[config.mk]
export PLATFORM = sky130hd
export DESIGN_NAME = jump_rs_flat
export DESIGN_NICKNAME = d
export VERILOG_FILES = /design/src/rtl/core_pkg.sv /design/src/rtl/jump_rs_if.sv /design/src/rtl/jump_rs_entry.sv /design/src/rtl/jump_rs.sv /design/src/flat_wrapper.sv
export SDC_FILE = /design/constraint.sdc
export NUM_CORES = 1
export LEC_CHECK = 0
export ABC_CLOCK_PERIOD_IN_PS = 29900
export CAP_MARGIN = 20
export CORE_MARGIN = 4
export CORE_UTILIZATION = 59
export CTS_CLUSTER_SIZE = 28
export DETAILED_ROUTE_END_ITERATION = 16
export GPL_TIMING_DRIVEN = 0
export PLACE_DENSITY_LB_ADDON = 0.08
export SYNTH_ARGS = -nofsm -noshare
export SYNTH_HDL_FRONTEND = slang
export SYNTH_SLANG_ARGS = --single-unit
[constraint.sdc]
create_clock -name clk -period 29.9 [get_ports clk]
set_input_delay 4.485 -clock clk [delete_from_list [all_inputs] [get_ports clk]]
set_output_delay 4.485 -clock clk [all_outputs]
set_load 0.1 [all_outputs]
[src/rtl/core_pkg.sv]
// Shared Tomasulo-core definitions: producer tag width, comparator encodings
// and the layout of one jump reservation-station entry.
package core_pkg;

    localparam int TAG_W = 4;
    typedef logic [TAG_W-1:0] tag_t;
    localparam tag_t TAG_NONE = '0;

    typedef enum logic [2:0] {
        CMP_NONE = 3'd0,
        CMP_BEQ  = 3'd1,
        CMP_BNE  = 3'd2,
        CMP_BLT  = 3'd3,
        CMP_BGE  = 3'd4,
        CMP_BLTU = 3'd5,
        CMP_BGEU = 3'd6
    } cmp_e;

    typedef struct packed {
        logic        valid;
        logic        jalr;
        cmp_e        cmp_ctrl;
        tag_t        q1;
        logic [31:0] v1;
        tag_t        q2;
        logic [31:0] v2;
        logic [31:0] imm;
        logic [31:0] pc;
        tag_t        dest;
    } rs_entry_t;

    // An operand is woken only by a live broadcast of the tag it waits on.
    function automatic logic operand_hit(tag_t q, logic cdb_valid, tag_t cdb_tag);
        return cdb_valid && (q != TAG_NONE) && (q == cdb_tag);
    endfunction

endpackage

[src/rtl/jump_rs_if.sv]
// Dispatch, CDB and jump-FU signals of the jump reservation station.
// The master side feeds ops and broadcasts; the slave side is the station.
interface jump_rs_if;
    import core_pkg::*;

    logic        flush;
    logic        disp_valid;
    logic        disp_ready;
    logic        disp_JALR;
    logic [2:0]  disp_cmp_ctrl;
    tag_t        disp_q1;
    logic [31:0] disp_v1;
    tag_t        disp_q2;
    logic [31:0] disp_v2;
    logic [31:0] disp_imm;
    logic [31:0] disp_PC;
    tag_t        disp_dest;
    logic        cdb_valid;
    tag_t        cdb_tag;
    logic [31:0] cdb_data;
    logic        fu_ready;
    logic        fu_en;
    logic        fu_JALR;
    logic [2:0]  fu_cmp_ctrl;
    logic [31:0] fu_rs1_data;
    logic [31:0] fu_rs2_data;
    logic [31:0] fu_imm;
    logic [31:0] fu_PC;
    tag_t        fu_dest;
    logic        empty;

    modport master (
        output flush, disp_valid, disp_JALR, disp_cmp_ctrl, disp_q1, disp_v1,
               disp_q2, disp_v2, disp_imm, disp_PC, disp_dest,
               cdb_valid, cdb_tag, cdb_data, fu_ready,
        input  disp_ready, fu_en, fu_JALR, fu_cmp_ctrl, fu_rs1_data,
               fu_rs2_data, fu_imm, fu_PC, fu_dest, empty
    );

    modport slave (
        input  flush, disp_valid, disp_JALR, disp_cmp_ctrl, disp_q1, disp_v1,
               disp_q2, disp_v2, disp_imm, disp_PC, disp_dest,
               cdb_valid, cdb_tag, cdb_data, fu_ready,
        output disp_ready, fu_en, fu_JALR, fu_cmp_ctrl, fu_rs1_data,
               fu_rs2_data, fu_imm, fu_PC, fu_dest, empty
    );

endinterface

[src/rtl/jump_rs_entry.sv]
// One reservation-station slot: picks its next contents (hold, dispatch load or
// shift from the slot above) and then applies CDB wakeup to whatever it keeps.
module jump_rs_entry
    import core_pkg::*;
(
    input  logic        clk,
    input  logic        rst,
    input  logic        flush,
    input  logic        load,
    input  rs_entry_t   load_data,
    input  logic        shift_in,
    input  rs_entry_t   shift_data,
    input  logic        cdb_valid,
    input  tag_t        cdb_tag,
    input  logic [31:0] cdb_data,
    output rs_entry_t   data,
    output logic        ready
);

    rs_entry_t base;
    rs_entry_t nxt;

    always_comb begin
        // NOTE: every signal written here gets a default first, so no latch is inferred.
        base = data;
        if (load) begin
            base = load_data;
        end else if (shift_in) begin
            base = shift_data;
        end

        // Wakeup follows the op to its new slot, including a same-cycle dispatch.
        nxt = base;
        if (operand_hit(base.q1, cdb_valid, cdb_tag)) begin
            nxt.q1 = TAG_NONE;
            nxt.v1 = cdb_data;
        end
        if (operand_hit(base.q2, cdb_valid, cdb_tag)) begin
            nxt.q2 = TAG_NONE;
            nxt.v2 = cdb_data;
        end
        if (flush) begin
            nxt = '0;
        end
    end

    // NOTE: state registers use non-blocking assignment; the entry is reset in full
    // (not just its valid bit) so nothing undefined can ever reach the fu_* outputs.
    always_ff @(posedge clk or posedge rst) begin
        if (rst) begin
            data <= '0;
        end else begin
            data <= nxt;
        end
    end

    assign ready = data.valid && (data.q1 == TAG_NONE) && (data.q2 == TAG_NONE);

endmodule

[src/rtl/jump_rs.sv]
// Jump/branch reservation station: collapsing queue (index 0 oldest) that issues
// the oldest fully-ready op to the jump FU as a single-cycle fu_en pulse.
module jump_rs
    import core_pkg::*;
#(
    parameter int DEPTH = 2
) (
    input  logic     clk,
    input  logic     rst,
    jump_rs_if.slave bus
);

    localparam int CNT_W = $clog2(DEPTH + 1);
    localparam int IDX_W = $clog2(DEPTH);

    logic [CNT_W-1:0] count;
    rs_entry_t        ent       [DEPTH];
    rs_entry_t        shift_src [DEPTH];
    logic [DEPTH-1:0] ready;
    logic             sel_found;
    logic [IDX_W-1:0] sel_idx;
    logic             issue;
    logic             disp_fire;
    logic [CNT_W-1:0] wr_idx;
    rs_entry_t        disp_entry;

    // Occupancy is registered only: a slot freed by this cycle's issue is not offered yet.
    assign bus.disp_ready = (count < CNT_W'(DEPTH));
    assign bus.empty      = (count == '0);
    assign disp_fire      = bus.disp_valid && bus.disp_ready && !bus.flush;
    assign issue          = sel_found && bus.fu_ready && !bus.fu_en && !bus.flush;
    assign wr_idx         = count - CNT_W'(issue);

    always_comb begin
        sel_found = 1'b0;
        sel_idx   = '0;
        for (int i = DEPTH - 1; i >= 0; i--) begin
            if (ready[i]) begin
                sel_found = 1'b1;
                sel_idx   = IDX_W'(i);
            end
        end
    end

    always_comb begin
        disp_entry          = '0;
        disp_entry.valid    = 1'b1;
        disp_entry.jalr     = bus.disp_JALR;
        disp_entry.cmp_ctrl = cmp_e'(bus.disp_cmp_ctrl);
        disp_entry.q1       = bus.disp_q1;
        disp_entry.v1       = bus.disp_v1;
        disp_entry.q2       = bus.disp_q2;
        disp_entry.v2       = bus.disp_v2;
        disp_entry.imm      = bus.disp_imm;
        disp_entry.pc       = bus.disp_PC;
        disp_entry.dest     = bus.disp_dest;
    end

    for (genvar i = 0; i < DEPTH; i++) begin : g_entry
        if (i == DEPTH - 1) begin : g_last
            assign shift_src[i] = '0;
        end else begin : g_inner
            assign shift_src[i] = ent[i+1];
        end

        // Dispatch lands after the shifted entries, so load overrides shift at wr_idx.
        jump_rs_entry u_entry (
            .clk        (clk),
            .rst        (rst),
            .flush      (bus.flush),
            .load       (disp_fire && (wr_idx == CNT_W'(i))),
            .load_data  (disp_entry),
            .shift_in   (issue && (IDX_W'(i) >= sel_idx)),
            .shift_data (shift_src[i]),
            .cdb_valid  (bus.cdb_valid),
            .cdb_tag    (bus.cdb_tag),
            .cdb_data   (bus.cdb_data),
            .data       (ent[i]),
            .ready      (ready[i])
        );
    end

    always_ff @(posedge clk or posedge rst) begin
        if (rst) begin
            count <= '0;
        end else if (bus.flush) begin
            count <= '0;
        end else begin
            count <= count + CNT_W'(disp_fire) - CNT_W'(issue);
        end
    end

    always_ff @(posedge clk or posedge rst) begin
        if (rst) begin
            bus.fu_en       <= 1'b0;
            bus.fu_JALR     <= 1'b0;
            bus.fu_cmp_ctrl <= '0;
            bus.fu_rs1_data <= '0;
            bus.fu_rs2_data <= '0;
            bus.fu_imm      <= '0;
            bus.fu_PC       <= '0;
            bus.fu_dest     <= '0;
        end else begin
            bus.fu_en <= issue;
            if (issue) begin
                bus.fu_JALR     <= ent[sel_idx].jalr;
                bus.fu_cmp_ctrl <= ent[sel_idx].cmp_ctrl;
                bus.fu_rs1_data <= ent[sel_idx].v1;
                bus.fu_rs2_data <= ent[sel_idx].v2;
                bus.fu_imm      <= ent[sel_idx].imm;
                bus.fu_PC       <= ent[sel_idx].pc;
                bus.fu_dest     <= ent[sel_idx].dest;
            end
        end
    end

endmodule
[src/flat_wrapper.sv]
// flat-port wrapper written by rule: the top's interface ports become plain ports
module jump_rs_flat import core_pkg::*;
#(
    parameter int DEPTH = 2
)
  (clk, rst, bus_flush, bus_disp_valid, bus_disp_JALR, bus_disp_cmp_ctrl, bus_disp_q1, bus_disp_v1, bus_disp_q2, bus_disp_v2, bus_disp_imm, bus_disp_PC, bus_disp_dest, bus_cdb_valid, bus_cdb_tag, bus_cdb_data, bus_fu_ready, bus_disp_ready, bus_fu_en, bus_fu_JALR, bus_fu_cmp_ctrl, bus_fu_rs1_data, bus_fu_rs2_data, bus_fu_imm, bus_fu_PC, bus_fu_dest, bus_empty);
  jump_rs_if bus_i ();
  input  logic clk;
  input  logic rst;
  input wire logic [$bits(bus_i.flush)-1:0] bus_flush;
  input wire logic [$bits(bus_i.disp_valid)-1:0] bus_disp_valid;
  input wire logic [$bits(bus_i.disp_JALR)-1:0] bus_disp_JALR;
  input wire logic [$bits(bus_i.disp_cmp_ctrl)-1:0] bus_disp_cmp_ctrl;
  input wire logic [$bits(bus_i.disp_q1)-1:0] bus_disp_q1;
  input wire logic [$bits(bus_i.disp_v1)-1:0] bus_disp_v1;
  input wire logic [$bits(bus_i.disp_q2)-1:0] bus_disp_q2;
  input wire logic [$bits(bus_i.disp_v2)-1:0] bus_disp_v2;
  input wire logic [$bits(bus_i.disp_imm)-1:0] bus_disp_imm;
  input wire logic [$bits(bus_i.disp_PC)-1:0] bus_disp_PC;
  input wire logic [$bits(bus_i.disp_dest)-1:0] bus_disp_dest;
  input wire logic [$bits(bus_i.cdb_valid)-1:0] bus_cdb_valid;
  input wire logic [$bits(bus_i.cdb_tag)-1:0] bus_cdb_tag;
  input wire logic [$bits(bus_i.cdb_data)-1:0] bus_cdb_data;
  input wire logic [$bits(bus_i.fu_ready)-1:0] bus_fu_ready;
  output wire logic [$bits(bus_i.disp_ready)-1:0] bus_disp_ready;
  output wire logic [$bits(bus_i.fu_en)-1:0] bus_fu_en;
  output wire logic [$bits(bus_i.fu_JALR)-1:0] bus_fu_JALR;
  output wire logic [$bits(bus_i.fu_cmp_ctrl)-1:0] bus_fu_cmp_ctrl;
  output wire logic [$bits(bus_i.fu_rs1_data)-1:0] bus_fu_rs1_data;
  output wire logic [$bits(bus_i.fu_rs2_data)-1:0] bus_fu_rs2_data;
  output wire logic [$bits(bus_i.fu_imm)-1:0] bus_fu_imm;
  output wire logic [$bits(bus_i.fu_PC)-1:0] bus_fu_PC;
  output wire logic [$bits(bus_i.fu_dest)-1:0] bus_fu_dest;
  output wire logic [$bits(bus_i.empty)-1:0] bus_empty;
  assign bus_i.flush = bus_flush;
  assign bus_i.disp_valid = bus_disp_valid;
  assign bus_i.disp_JALR = bus_disp_JALR;
  assign bus_i.disp_cmp_ctrl = bus_disp_cmp_ctrl;
  assign bus_i.disp_q1 = bus_disp_q1;
  assign bus_i.disp_v1 = bus_disp_v1;
  assign bus_i.disp_q2 = bus_disp_q2;
  assign bus_i.disp_v2 = bus_disp_v2;
  assign bus_i.disp_imm = bus_disp_imm;
  assign bus_i.disp_PC = bus_disp_PC;
  assign bus_i.disp_dest = bus_disp_dest;
  assign bus_i.cdb_valid = bus_cdb_valid;
  assign bus_i.cdb_tag = bus_cdb_tag;
  assign bus_i.cdb_data = bus_cdb_data;
  assign bus_i.fu_ready = bus_fu_ready;
  assign bus_disp_ready = bus_i.disp_ready;
  assign bus_fu_en = bus_i.fu_en;
  assign bus_fu_JALR = bus_i.fu_JALR;
  assign bus_fu_cmp_ctrl = bus_i.fu_cmp_ctrl;
  assign bus_fu_rs1_data = bus_i.fu_rs1_data;
  assign bus_fu_rs2_data = bus_i.fu_rs2_data;
  assign bus_fu_imm = bus_i.fu_imm;
  assign bus_fu_PC = bus_i.fu_PC;
  assign bus_fu_dest = bus_i.fu_dest;
  assign bus_empty = bus_i.empty;
  jump_rs #(.DEPTH(DEPTH)) u_core (.clk(clk), .rst(rst), .bus(bus_i));
endmodule
==> results.py, run 1 <==
metrics = {
    "status": {
        "status": "completed",
    },
    "timing": {
        "fin_setup_tns_ns": 0,
        "tightestPinTransition_ns": 1.10,
        "fin_worst_skew_ns": 0.0110,
        "period_minus_slack_ns": 8.27,
        "rsz0062_at_grt": "false",
        "setup_viol": 0,
        "max_freq_ghz": 0.121,
        "finalHoldViolCount": 0,
        "min_period_over_period_pct": 27.7,
        "slew_headroom_pct": 26.5,
        "setup_slack_ns": 21.63,
        "slew_viol_final": 0,
    },
    "critical_path": {
        "crit_top_cell": "clkbuf_1",
        "startpoint_type": "primary input",
        "arrival_ns": 8.76,
        "crit_family": "buffers and inverters",
        "cp.buffers_inverters": 7,
        "end_kind": "register",
        "crit_fanout": 10,
        "critPathKind": "primary input to register",
        "crit_slowest_cell": "clkbuf_1",
        "cpPeakStageDelay_ns": 0.68,
        "cp_cell_sequence": "clkdlybuf4s50_1, nor3b_2, and2_1, ha_1, nor4b_2, buf_4, and2_1, buf_4, buf_6, nor3_1, clkbuf_1, clkbuf_1, clkbuf_1, a22o_1",
        "cp.required_ns": 30.38,
    },
    "clock_network": {
        "clkTransAtPathRegs_ns": 0.06,
        "cts_resized": 0,
        "root_buffer": "clkbuf_16",
        "post-cts-setup-buffers": 0,
        "cts_sinks": 429,
        "htreeDepth": 2,
        "cts_made_buffers": 44,
        "cts_tree": "built",
        "hold_buffers": 0,
        "cts.path.max_buffers": 3,
        "clk_latency_ns": 0.55,
    },
    "hold_path": {
        "hold_path_class": "register to register",
    },
    "floorplanning": {
        "dieArea_mm2": 0.0380,
        "rows": 68,
        "die_x_um": 195,
        "die_h_um": 195,
        "start_util_pct": 59.8,
        "io_pins": 325,
        "core_area_mm2": 0.0345,
    },
    "placement": {
        "port_buffers": 320,
        "hpwl_um": 47400,
        "place_ws_ns": 21.15,
        "gp_congestion": 0.913,
    },
    "layout": {
        "drive_gt1_share_pct": 4.64,
        "syn_to_final_growth_pct": 25.9,
        "final_net_count": 2573,
        "multi_input_area_mm2": 0.00894,
        "regArea_mm2": 0.0107,
        "n_fill_cell": 2435,
    },
    "detailed_routing": {
        "antenna_left": 0,
        "drt-total-wl_um": 67500,
        "wl_per_cell_um": 23.5,
        "drt_iter0_markers": 1579,
        "drc": 0,
        "detail_route.first_pass.iterations": 5,
        "vias": 18300,
        "viasPerCell": 6.36,
    },
    "global_route": {
        "grt.total_usage_pct": 34.4,
        "grt_pass1_vias": 18800,
        "antenna_found_initial": 8,
        "grt_max_degree": 136,
        "grt_pass1_wl_um": 105000,
        "grt.overflow.total": 0,
    },
    "pwr": {
        "power_leakage_nw": 10.9,
        "p_per_area_mw_per_mm2": 91.0,
        "vdd_drop_max_mv": 0.122,
    },
    "logic_synthesis": {
        "async_flop_share_pct": 100,
        "syn_inst": 2016,
        "synth_nets": 2204,
        "avgSynthCellArea_um2": 10.2,
        "synth_ff_type": "dfrtp_1",
        "ys_ff_latch": 429,
        "synth_edf_count": 0,
        "ys_seq_area_share_pct": 52.0,
        "synth.cell_area_mm2": 0.0206,
        "synth.distinct_cells": 56,
        "yosysWarnings": 0,
    },
    "flow_run": {
        "drv_cap": 0,
    },
}
cells in the mapped netlist, types with 2 or more instances:
cell,n,area (µm²)
nor3_1,11,55.1
ha_1,2,25.0
mux2i_1,266,2660
nor2_1,42,158
buf_2,7,35.0
a31oi_1,2,12.5
buf_4,5,37.5
a211oi_1,3,22.5
nand2_1,323,1210
nand4b_1,2,17.5
a22o_1,73,639
inv_1,38,143
nor3b_1,78,586
dfrtp_1,429,10700
o31ai_1,2,15.0
and3_1,7,43.8
a21oi_1,83,415
and3b_1,4,35.0
nand2b_1,32,200
nand3_1,7,35.0
o21ai_0,247,1240
o311ai_0,32,280
buf_1,25,93.8
xnor2_1,5,43.8
nor4_4,2,42.5
clkbuf_1,131,492
a21boi_0,3,22.5
and4_1,3,26.3
a22oi_1,65,488
and2_1,5,31.3
buf_6,15,169
xor2_1,7,61.3
or4_1,2,15.0
nor2b_1,3,18.8
a311o_1,32,320
nor4_1,3,18.8
cells by family (layout without fill, tap and decap cells):
kind of cell / Yosys count / count (layout) / synth area share, %
AOI/OAI and AO/OA: 554 / 554 / 17.3
DFF: 429 / 429 / 52.0
muxes: 267 / 267 / 13.0
other: 0 / 5 / 0
xor gates and xnor gates: 12 / 12 / 0.509
adders and majority gates: 2 / 2 / 0.121
buffers and inverters: 221 / 620 / 4.70
and+or+nand+nor: 531 / 531 / 12.4
area by class of cell:
class / instances / share of cell area [%]
Clock inverter: 12 / 0.544
Clock buffer: 64 / 5.11
Antenna cell: 5 / 0.0481
Inverter: 38 / 0.578
Multi-Input combinational cell: 1366 / 34.4
Sequential cell: 429 / 41.3
Timing Repair Buffer: 323 / 12.6
Tap cell: 455 / 2.19
Buffer: 183 / 3.18
per-layer routing:
metal | wire, µm | global-route usage (%) | share of wire (%)
met3 | 5930 | 6.28 | 8.8
met4 | 3060 | 15.1 | 4.5
met2 | 32500 | 56.9 | 48
met1 | 26000 | 44.8 | 38
met5 | 69 | 0 | 0.10
tightest hold or removal path: cells and delay by family, from the launching register on:
family,cells,cell delay [ns]
compound gates,1,0.06
flops,1,0.34
simple gates,1,0.04
metrics by stage:
stage | instance area (µm²) | std cells | total power, mW | hold WS [ns] | utilization (%)
2_1_floorplan | 20600 | 2016 | 1.51 | 0.488 | -
3_3_place_gp | 24400 | 2791 | 1.78 | 0.461 | 70.7
3_5_place_dp | 24500 | 2794 | 1.80 | 0.469 | 70.9
4_1_cts | 26000 | 2870 | 2.36 | 0.482 | 75.2
5_1_grt | 26000 | 2873 | 2.45 | 0.502 | 75.2
6_report | 26000 | 2875 | 2.37 | 0.475 | 75.2
state kept, by name, indices dropped and copies added (netlist names):
| signal | count |
|---|---|
| u_core.bus.fu_dest | 4 |
| u_core.count | 2 |
| u_core.bus.fu_en | 1 |
| u_core.g_entry.u_entry.data | 290 |
| u_core.bus.fu_JALR | 1 |
| u_core.bus.fu_PC | 32 |
| u_core.bus.fu_cmp_ctrl | 3 |
| u_core.bus.fu_rs2_data | 32 |
| u_core.bus.fu_imm | 32 |
| u_core.bus.fu_rs1_data | 32 |
path summary, 6_finish.rpt:
check	end	slack, ns	depth (start not counted)	start
worst min-delay path	u_core.bus.fu_PC[20]	0.48	2	u_core.bus.fu_PC[20]
max in group asynchronous	u_core.g_entry[0].u_entry.data[47]	24.40	3	rst
worst max register to register	u_core.g_entry[1].u_entry.data[21]	25.30	15	u_core.g_entry[1].u_entry.data[100]
min in group asynchronous	u_core.bus.fu_PC[18]	4.43	2	rst
worst max-delay path	u_core.g_entry[1].u_entry.data[21]	21.63	14	bus_flush
worst min register to register	u_core.bus.fu_PC[20]	0.48	2	u_core.bus.fu_PC[20]
cells in the final DEF, fill, tap and decap left out, types with 65 or more instances in the layout:
master	Yosys	final
dfrtp_1	429	429
o21ai_0	247	247
a22o_1	73	73
nor3b_1	78	78
clkbuf_1	131	137
a21oi_1	83	83
mux2i_1	266	266
clkdlybuf4s50_1	0	320
nand2_1	323	323
a22oi_1	65	65
where the power goes:
group          switching (mW)  internal (mW)
Sequential             0.0875          0.708
Combinational           0.744          0.262
Clock                   0.233          0.333
(Power assumes the default switching activity.)
==> run 2: changes to the inputs <==
ABC_CLOCK_PERIOD_IN_PS = 7600   (was 29900)
CORE_UTILIZATION = 49   (was 59)
clock period = 7.6 ns   (was 29.9 ns; I/O delays follow)
==> run 2 against run 1 <==
Net effect:
- highest routed layer unchanged
- total power rose to 4.0 times the previous value
- design area up 1.1%
- die area up 20%
- largest cell class unchanged
- combinational power rose to 3.9 times the previous value
- via count down 2.1%
- critical path depth down 1
- worst hold slack better by 0.0010 ns
- worst setup slack worse by 19 ns
- flip-flop and latch count unchanged
- sequential share of layout area down 0.46 points
==> results.py, run 2 (synthesized netlist as in run 1, its figures left out) <==
metrics = {
    "clock_network": {
        "cts_made_buffers": 47,
        "cts.path.max_buffers": 3,
        "cts_sinks": 429,
        "cts_resized": 0,
        "cts_tree": "built",
        "root_buffer": "clkbuf_16",
        "clkTransAtPathRegs_ns": 0.06,
        "post-cts-setup-buffers": 0,
        "htreeDepth": 2,
        "clk_latency_ns": 0.58,
        "hold_buffers": 0,
    },
    "layout": {
        "largest_reg_flops": 290,
        "syn_to_final_growth_pct": 27.3,
        "final_cell_mix": "429 x dfrtp_1, 323 x nand2_1, 320 x clkdlybuf4s50_1",
        "final_net_count": 2585,
        "multi_input_area_mm2": 0.00894,
        "final_cell_count_no_fill": 2958,
        "drive_gt1_share_pct": 4.99,
        "fin_util_pct": 63.8,
        "stdcell_area_mm2": 0.0263,
        "n_fill_cell": 3449,
        "largest-register": "u_core.g_entry.u_entry.data",
        "mostFrequentLayoutCell": "dfrtp_1",
        "regArea_mm2": 0.0107,
    },
    "pwr": {
        "vdd_drop_max_mv": 0.416,
        "total_power_mw": 9.36,
        "p_seq_share_pct": 33.3,
        "p_int_mw": 5.18,
        "power_leakage_nw": 11.0,
        "pwr-share-clk_pct": 24.3,
        "switching_share_pct": 44.7,
        "p_comb_share_pct": 42.4,
        "switching_power_mw": 4.18,
        "p_per_area_mw_per_mm2": 356,
    },
    "detailed_routing": {
        "wl_per_cell_um": 23.6,
        "drt-total-wl_um": 69900,
        "detail_route.first_pass.iterations": 6,
        "vias": 17900,
        "viasPerCell": 6.06,
        "antenna_left": 0,
        "drc": 0,
        "drt_iter0_markers": 1757,
    },
    "placement": {
        "dp_cells": 2880,
        "hpwl_um": 50100,
        "place_ws_ns": 2.16,
        "gp_congestion": 0.951,
        "placed_cell_area_mm2": 0.0248,
        "port_buffers": 320,
    },
    "global_route": {
        "grt_max_degree": 43,
        "grt_pass1_vias": 18200,
        "grt.total_usage_pct": 30.2,
        "use_met1_pct": 41.2,
        "grt_pass1_wl_um": 107000,
        "grt.overflow.total": 0,
        "use_met2_pct": 49.2,
        "grt_util_met3_pct": 5.38,
        "top_usage_layer": "met2",
        "antenna_found_initial": 10,
    },
    "critical_path": {
        "reg2reg_slack_ns": 3.07,
        "crit_fanout": 10,
        "r2r_cells": 14,
        "startpoint_type": "primary input",
        "cp.required_ns": 8.11,
        "end_kind": "register",
        "r2r-end": "u_core.g_entry[1].u_entry.data[22]",
        "critPathKind": "primary input to register",
        "arrival_ns": 5.37,
        "r2r-start": "u_core.g_entry[1].u_entry.data[103]",
    },
    "timing": {
        "period_minus_slack_ns": 4.86,
        "setup_slack_ns": 2.74,
        "finalHoldViolCount": 0,
        "slew_viol_final": 0,
        "rsz0062_at_grt": "false",
        "tightestPinTransition_ns": 1.25,
        "fin_worst_skew_ns": 0.0203,
        "fin_setup_tns_ns": 0,
        "slew_headroom_pct": 16.5,
        "setup_viol": 0,
        "min_period_over_period_pct": 64.0,
        "holdWs_ns": 0.476,
        "max_freq_ghz": 0.206,
    },
    "floorplanning": {
        "die_h_um": 213,
        "core_area_mm2": 0.0412,
        "rows": 74,
        "die_x_um": 213,
        "io_pins": 325,
        "dieArea_mm2": 0.0455,
        "start_util_pct": 50.1,
    },
    "flow_run": {
        "drv_cap": 0,
    },
    "hold_path": {
        "hold_depth": 2,
        "hold_start": "u_core.bus.fu_rs2_data[27]",
        "hold_path_class": "register to register",
        "hold_path_end": "u_core.bus.fu_rs2_data[27]",
    },
    "status": {
        "status": "completed",
    },
}
-- run 2: final cells by class --
type / instances / area share, %
Sequential cell: 429 / 40.9
Multi-Input combinational cell: 1366 / 34.0
Timing Repair Buffer: 332 / 13.1
Clock buffer: 65 / 5.24
Buffer: 183 / 3.15
Tap cell: 532 / 2.53
Inverter: 38 / 0.557
Clock inverter: 12 / 0.514
Antenna cell: 1 / 0.00952
-- run 2: routing by layer --
metal | wire, µm | vias to the layer above
met5 | 123 | -
met3 | 5000 | 137
met1 | 29100 | 9044
met4 | 2230 | 16
li1 | - | 7967
met2 | 33400 | 749
-- run 2: worst max-delay path by stage --
stage,slack [ns],startpoint,depth (start not counted),endpoint
floorplan,0.67,rst,1,u_core.bus.fu_JALR
detailed placement,2.16,bus_flush,13,u_core.g_entry[1].u_entry.data[27]
finish,2.74,bus_flush,13,u_core.g_entry[1].u_entry.data[22]
global placement,-2.30,rst,2,u_core.bus.fu_rs2_data[22]
CTS,2.74,bus_flush,13,u_core.g_entry[1].u_entry.data[22]
global route,2.48,bus_flush,13,u_core.g_entry[1].u_entry.data[24]
-- run 2: critical path, stage by stage --
cell             delay [ns]
clkdlybuf4s50_1        0.49
nor3b_2                0.43
and2_1                 0.23
ha_1                   0.32
inv_1                  0.13
and2_1                 0.15
buf_4                  0.17
buf_6                  0.16
nor3_1                 0.13
clkbuf_1               0.59
clkbuf_1               0.69
clkbuf_1               0.51
a22o_1                 0.22
-- run 2: power groups by stage --
stage	clock network (mW)	registers, mW	logic, mW
2_1_floorplan	0	4.83	1.10
3_3_place_gp	0	3.13	3.91
3_5_place_dp	0	3.14	3.96
4_1_cts	2.31	3.11	3.97
5_1_grt	2.40	3.17	4.17
6_report	2.28	3.11	3.97
